### src/rtl/riscv_pkg.sv
// Shared types and constants for the fetch/decode boundary of the RISC-V core.
package riscv_pkg;

  localparam logic [31:0] RV_NOP_INSTR = 32'h0000_0013;  // addi x0,x0,0
  localparam int          FD_XLEN      = 32;

  typedef struct packed {
    logic [31:0]        instr;
    logic [FD_XLEN-1:0] pc;
    logic [FD_XLEN-1:0] pc_plus4;
  } fd_payload_t;

  typedef enum logic [1:0] {
    EMPTY = 2'd0,
    ONE   = 2'd1,
    TWO   = 2'd2
  } fd_state_e;

endpackage

### src/rtl/pipe_skid_buf.sv
// Generic two-entry valid/ready skid buffer with synchronous flush.
// state | meaning
// EMPTY | no entries held
// ONE   | main entry valid, presented downstream
// TWO   | main + skid valid, upstream stalled
module pipe_skid_buf
  import riscv_pkg::*;
#(
  parameter int W = 8
) (
  input  logic         clk,
  input  logic         rst,
  input  logic         flush,
  input  logic         in_valid,
  output logic         in_ready,
  input  logic [W-1:0] in_data,
  output logic         out_valid,
  input  logic         out_ready,
  output logic [W-1:0] out_data
);

  fd_state_e      state, state_nx;
  logic [W-1:0]   main_q, skid_q;
  logic           load_main, load_skid, main_from_skid;
  logic           in_xfer, out_xfer;

  // Both handshakes come from the state register, so out_ready never reaches in_ready.
  assign in_ready  = (state != TWO);
  assign out_valid = (state != EMPTY);
  assign out_data  = main_q;
  assign in_xfer   = in_valid && in_ready;
  assign out_xfer  = out_valid && out_ready;

  always_comb begin
    state_nx       = state;
    load_main      = 1'b0;
    load_skid      = 1'b0;
    main_from_skid = 1'b0;
    if (flush) begin
      state_nx = EMPTY;
    end else begin
      unique case (state)
        EMPTY: begin
          if (in_xfer) begin
            state_nx  = ONE;
            load_main = 1'b1;
          end
        end
        ONE: begin
          if (in_xfer && out_xfer) begin
            load_main = 1'b1;
          end else if (out_xfer) begin
            state_nx = EMPTY;
          end else if (in_xfer) begin
            state_nx  = TWO;
            load_skid = 1'b1;
          end
        end
        TWO: begin
          if (out_xfer) begin
            state_nx       = ONE;
            main_from_skid = 1'b1;
          end
        end
        default: state_nx = EMPTY;
      endcase
    end
  end

  always_ff @(posedge clk) begin
    if (rst) begin
      state  <= EMPTY;
      main_q <= '0;
      skid_q <= '0;
    end else begin
      state <= state_nx;
      if (load_main)           main_q <= in_data;
      else if (main_from_skid) main_q <= skid_q;
      if (load_skid)           skid_q <= in_data;
    end
  end

endmodule

### src/rtl/fd_pipe_reg.sv
// Fetch-to-decode pipeline register: skid-buffered valid/ready stage with
// NOP substitution on empty slots and a saturating back-pressure counter.
module fd_pipe_reg
  import riscv_pkg::*;
#(
  parameter int          XLEN      = 32,
  parameter logic [31:0] NOP_INSTR = RV_NOP_INSTR,
  parameter int          CNT_W     = 16
) (
  input  logic             clk,
  input  logic             rst,
  input  logic             in_valid,
  output logic             in_ready,
  input  logic [31:0]      in_instr,
  input  logic [XLEN-1:0]  in_pc,
  input  logic [XLEN-1:0]  in_pc_plus4,
  input  logic             flush,
  output logic             out_valid,
  input  logic             out_ready,
  output logic [31:0]      out_instr,
  output logic [XLEN-1:0]  out_pc,
  output logic [XLEN-1:0]  out_pc_plus4,
  output logic [CNT_W-1:0] stall_cnt
);

  localparam int PW = 32 + 2 * XLEN;

  logic [PW-1:0] in_data, out_data;

  assign in_data = {in_instr, in_pc, in_pc_plus4};

  pipe_skid_buf #(.W(PW)) u_buf (
    .clk       (clk),
    .rst       (rst),
    .flush     (flush),
    .in_valid  (in_valid),
    .in_ready  (in_ready),
    .in_data   (in_data),
    .out_valid (out_valid),
    .out_ready (out_ready),
    .out_data  (out_data)
  );

  // PC fields keep the last held entry when empty; only the instruction becomes a bubble.
  assign out_instr    = out_valid ? out_data[PW-1 -: 32] : NOP_INSTR;
  assign out_pc       = out_data[2*XLEN-1 -: XLEN];
  assign out_pc_plus4 = out_data[XLEN-1:0];

  always_ff @(posedge clk) begin
    if (rst) begin
      stall_cnt <= '0;
    end else if (out_valid && !out_ready && !flush && (stall_cnt != {CNT_W{1'b1}})) begin
      stall_cnt <= stall_cnt + 1'b1;
    end
  end

endmodule
### config.mk
export PLATFORM = sky130hd
export DESIGN_NAME = fd_pipe_reg
export DESIGN_NICKNAME = d
export VERILOG_FILES = /design/src/rtl/riscv_pkg.sv /design/src/rtl/pipe_skid_buf.sv /design/src/rtl/fd_pipe_reg.sv
export SDC_FILE = /design/constraint.sdc
export NUM_CORES = 1
export LEC_CHECK = 0
export BUFFER_PORTS_ARGS = -buffer_cell sky130_fd_sc_hd__clkbuf_2
export CORE_ASPECT_RATIO = 0.8
export CORE_MARGIN = 2
export CORE_UTILIZATION = 40
export CTS_BUF_LIST = sky130_fd_sc_hd__clkbuf_8 sky130_fd_sc_hd__clkbuf_16
export CTS_CLUSTER_SIZE = 25
export DETAILED_ROUTE_END_ITERATION = 16
export PLACE_DENSITY_LB_ADDON = 0.1
export SYNTH_ARGS = -nofsm -noshare
export SYNTH_HDL_FRONTEND = slang
export SYNTH_HIERARCHICAL = 1
export SYNTH_SLANG_ARGS = --single-unit
### constraint.sdc
create_clock -name clk -period 3.5 [get_ports clk]
set_clock_uncertainty 0.2 [all_clocks]
set_input_delay 0.35 -clock clk [delete_from_list [all_inputs] [get_ports clk]]
set_output_delay 0.35 -clock clk [all_outputs]
set_load 0.05 [all_outputs]
==> metrics <==
Reg clk slew, reported paths=0.06 ns; core area=0.0214 mm2; clk sink count=210; die area=0.0227 mm2; DRT antenna net count=0; synth cell count leaders=dfxtp_1 (210), a21oi_1 (108), nand3_1 (105), o21ai_0 (99), and3_1 (97); H-tree Lvls=1; DRT iter0 DRCs=633; area leader, netlist=dfxtp_1; DRT Wirelength=26300 um; Seq cells post-synth=210; number of synthesized flops with an enable pin=0; Ant. Diodes=0; FF/Latch Area=0.00420 mm2; drt drc=0; Synth Area per Inst=9.30 um2; post-synthesis sequential area ratio=48.8%; drt pass-1 iters=5; multi-input logic area=0.00395 mm2; GRT overflow=0; CP endpoint kind=primary output; vias in the first global route=7660; Final #Nets=1279; clock root cell=clkbuf_16; Initial Util=40.3%; synthesis-to-finish area growth=33.4%; CP required=2.95 ns; # rows=48; gr usage total=roughly 22%; Hold WC Path Type=input port to register; postcts setup bufs=0; Leak=4.91 nW; CP Cell Sequence=or2_2 -> buf_4 -> and2_1 -> clkbuf_2; Chip Height=135 um; post-synth cell types=46; CP Class=register to primary output; critical path's slowest cell=dfxtp_1; fin crit share=75.5%; status=finished clean; non-filler cells, final=roughly 1500; initial antenna violation count=0; Final Hold Fails=0; CTS Hold Bufs=between 90 and 100; asr flop ratio synth=0%; Synth Instances=927; CTS tree=done; Max-cap violations=0; num ports=between 200 and 250; Slew Limit Fails=0; IO buf count=214; Period minus WS final=2.64 ns; synthesized cell area=0.00862 mm2; syn_nets=1029; largest net degree at the start of global routing=97; vias post-DR=8294; delay of the slowest critical-path stage=0.54 ns; CTS Buffer Depth=3; number of CTS-inserted buffers=23; ys flop type=dfxtp_1; first-pass GRT wire length=41300 um; PostCTS Resize Cnt=0; VDD IR max=0.253 mV; Avg WL per Cell=approximately 18 um; RD Place Congestion=0.756; top-area cell type share of the netlist area=between 40% and 50%; relative slew slack=48.6%; placed cells=1331; Startpoint Class=register; RSZ-0062 raised after global routing=no; clk_lat worst skew=0.51 ns; Pwr per Cell Area=about 480 mW/mm2; vias per cell=5.65; Slew @ Worst Pin=0.771 ns; Die W=168 um; Fmax=379 MHz; buffer and inverter count on the worst path=2; detailed-placement wirelength estimate=14700 um; TNS Setup=0 ns; crit path DAT=approximately 2.1 ns; synth top area cells=dfxtp_1 (49%), a221o_1 (11%), and3_1 (7.0%); yosys warns=6; final setup vio count=0; layout cells sized above 1=approximately a quarter; CP delay by family, top=buffers and inverters; worst-path maximum fanout=34; Fillers=between 1500 and 2000; top-count cell post-synth=dfxtp_1
logic make-up after synthesis:
family	synth area share, %
AO/OA/AOI/OAI	24.6
AND/OR/NAND/NOR	20.2
flip-flops	48.8
buffers and inverters	5.89
multiplexers	0.363
adder cells (fa/ha/maj)	0.145
path summary, 6_finish.rpt:
kind	slack, ns	startpoint	end	depth (start not counted)
setup / recovery	0.86	u_buf/state[1]$_SDFFE_PP0P_	out_instr[7]	4
setup reg to reg	0.98	u_buf/state[1]$_SDFFE_PP0P_	stall_cnt[10]$_SDFFE_PP0P_	5
hold / removal	0.12	in_valid	u_buf/state[0]$_SDFFE_PP0P_	4
hold reg to reg	0.27	u_buf/skid_q[87]$_SDFFE_PP0P_	u_buf/skid_q[87]$_SDFFE_PP0P_	2
sequential cells by signal, summed over array words and instances, names as in the netlist:
name and count:
u_buf/out_data 96, u_buf/skid_q 96, stall_cnt 16, u_buf/state 2
worst reg2reg max path, cell delays in order (launching register included):
cell and delay, ns:
dfxtp_1 0.54, or2_2 0.20, nor3b_4 0.32, nand4_1 0.42, or4_1 0.62, a21oi_1 0.15
per-stage QoR:
stage / power (mW) / utilization (%) / hold slack (ns) / worst slack [ns] / instance area [um2]
floorplan: 2.89 / - / 0.223 / 1.20 / 8620
global placement: 3.09 / 45.9 / 0.255 / 1.05 / 9800
detailed placement: 3.09 / 45.9 / 0.262 / 1.00 / 9800
CTS: 5.55 / 53.8 / 0.106 / 0.822 / 11500
global route: 5.70 / 53.8 / 0.140 / 0.728 / 11500
finish: 5.49 / 53.8 / 0.121 / 0.859 / 11500
where the power goes:
group          switching [mW]  internal [mW]
clock                   0.957           1.40
sequential             0.0395           2.46
combinational           0.405          0.223
cells in the final DEF (no fill, tap or decap), types with 4 or more instances in the layout:
| master | instances |
|---|---|
| and3_1 | 96 |
| a21oi_1 | 108 |
| dfxtp_1 | 210 |
| or4_1 | 7 |
| nand4_1 | 4 |
| clkinv_2 | 8 |
| nand3_1 | 105 |
| or3_1 | 4 |
| nor2_1 | 6 |
| buf_12 | 6 |
| a221o_1 | 96 |
| o31ai_1 | 7 |
| inv_1 | 7 |
| buf_4 | 14 |
| clkbuf_2 | 211 |
| and2_1 | 29 |
| clkbuf_16 | 23 |
| nand2_1 | 10 |
| dlygate4sd3_1 | 96 |
| o21ai_0 | 99 |
area by class of cell:
cell class | count | share of cell area [%]
multi-input combinational | 610 | 34.4
clock buffer | 26 | 5.36
tap | 275 | 2.99
clock inverter | 14 | 1.03
timing repair buffer | 328 | 19.5
inverter | 4 | 0.141
sequential | 210 | 36.6
metal layers:
layer	track usage [%]	vias to the layer above	wire, um
met5	0	-	0
met2	34.9	266	11800
met1	31.8	3991	12500
met4	5.03	0	458
li1	-	4009	-
met3	3.53	28	1560
No activity file was read; power rests on OpenSTA's default activity.
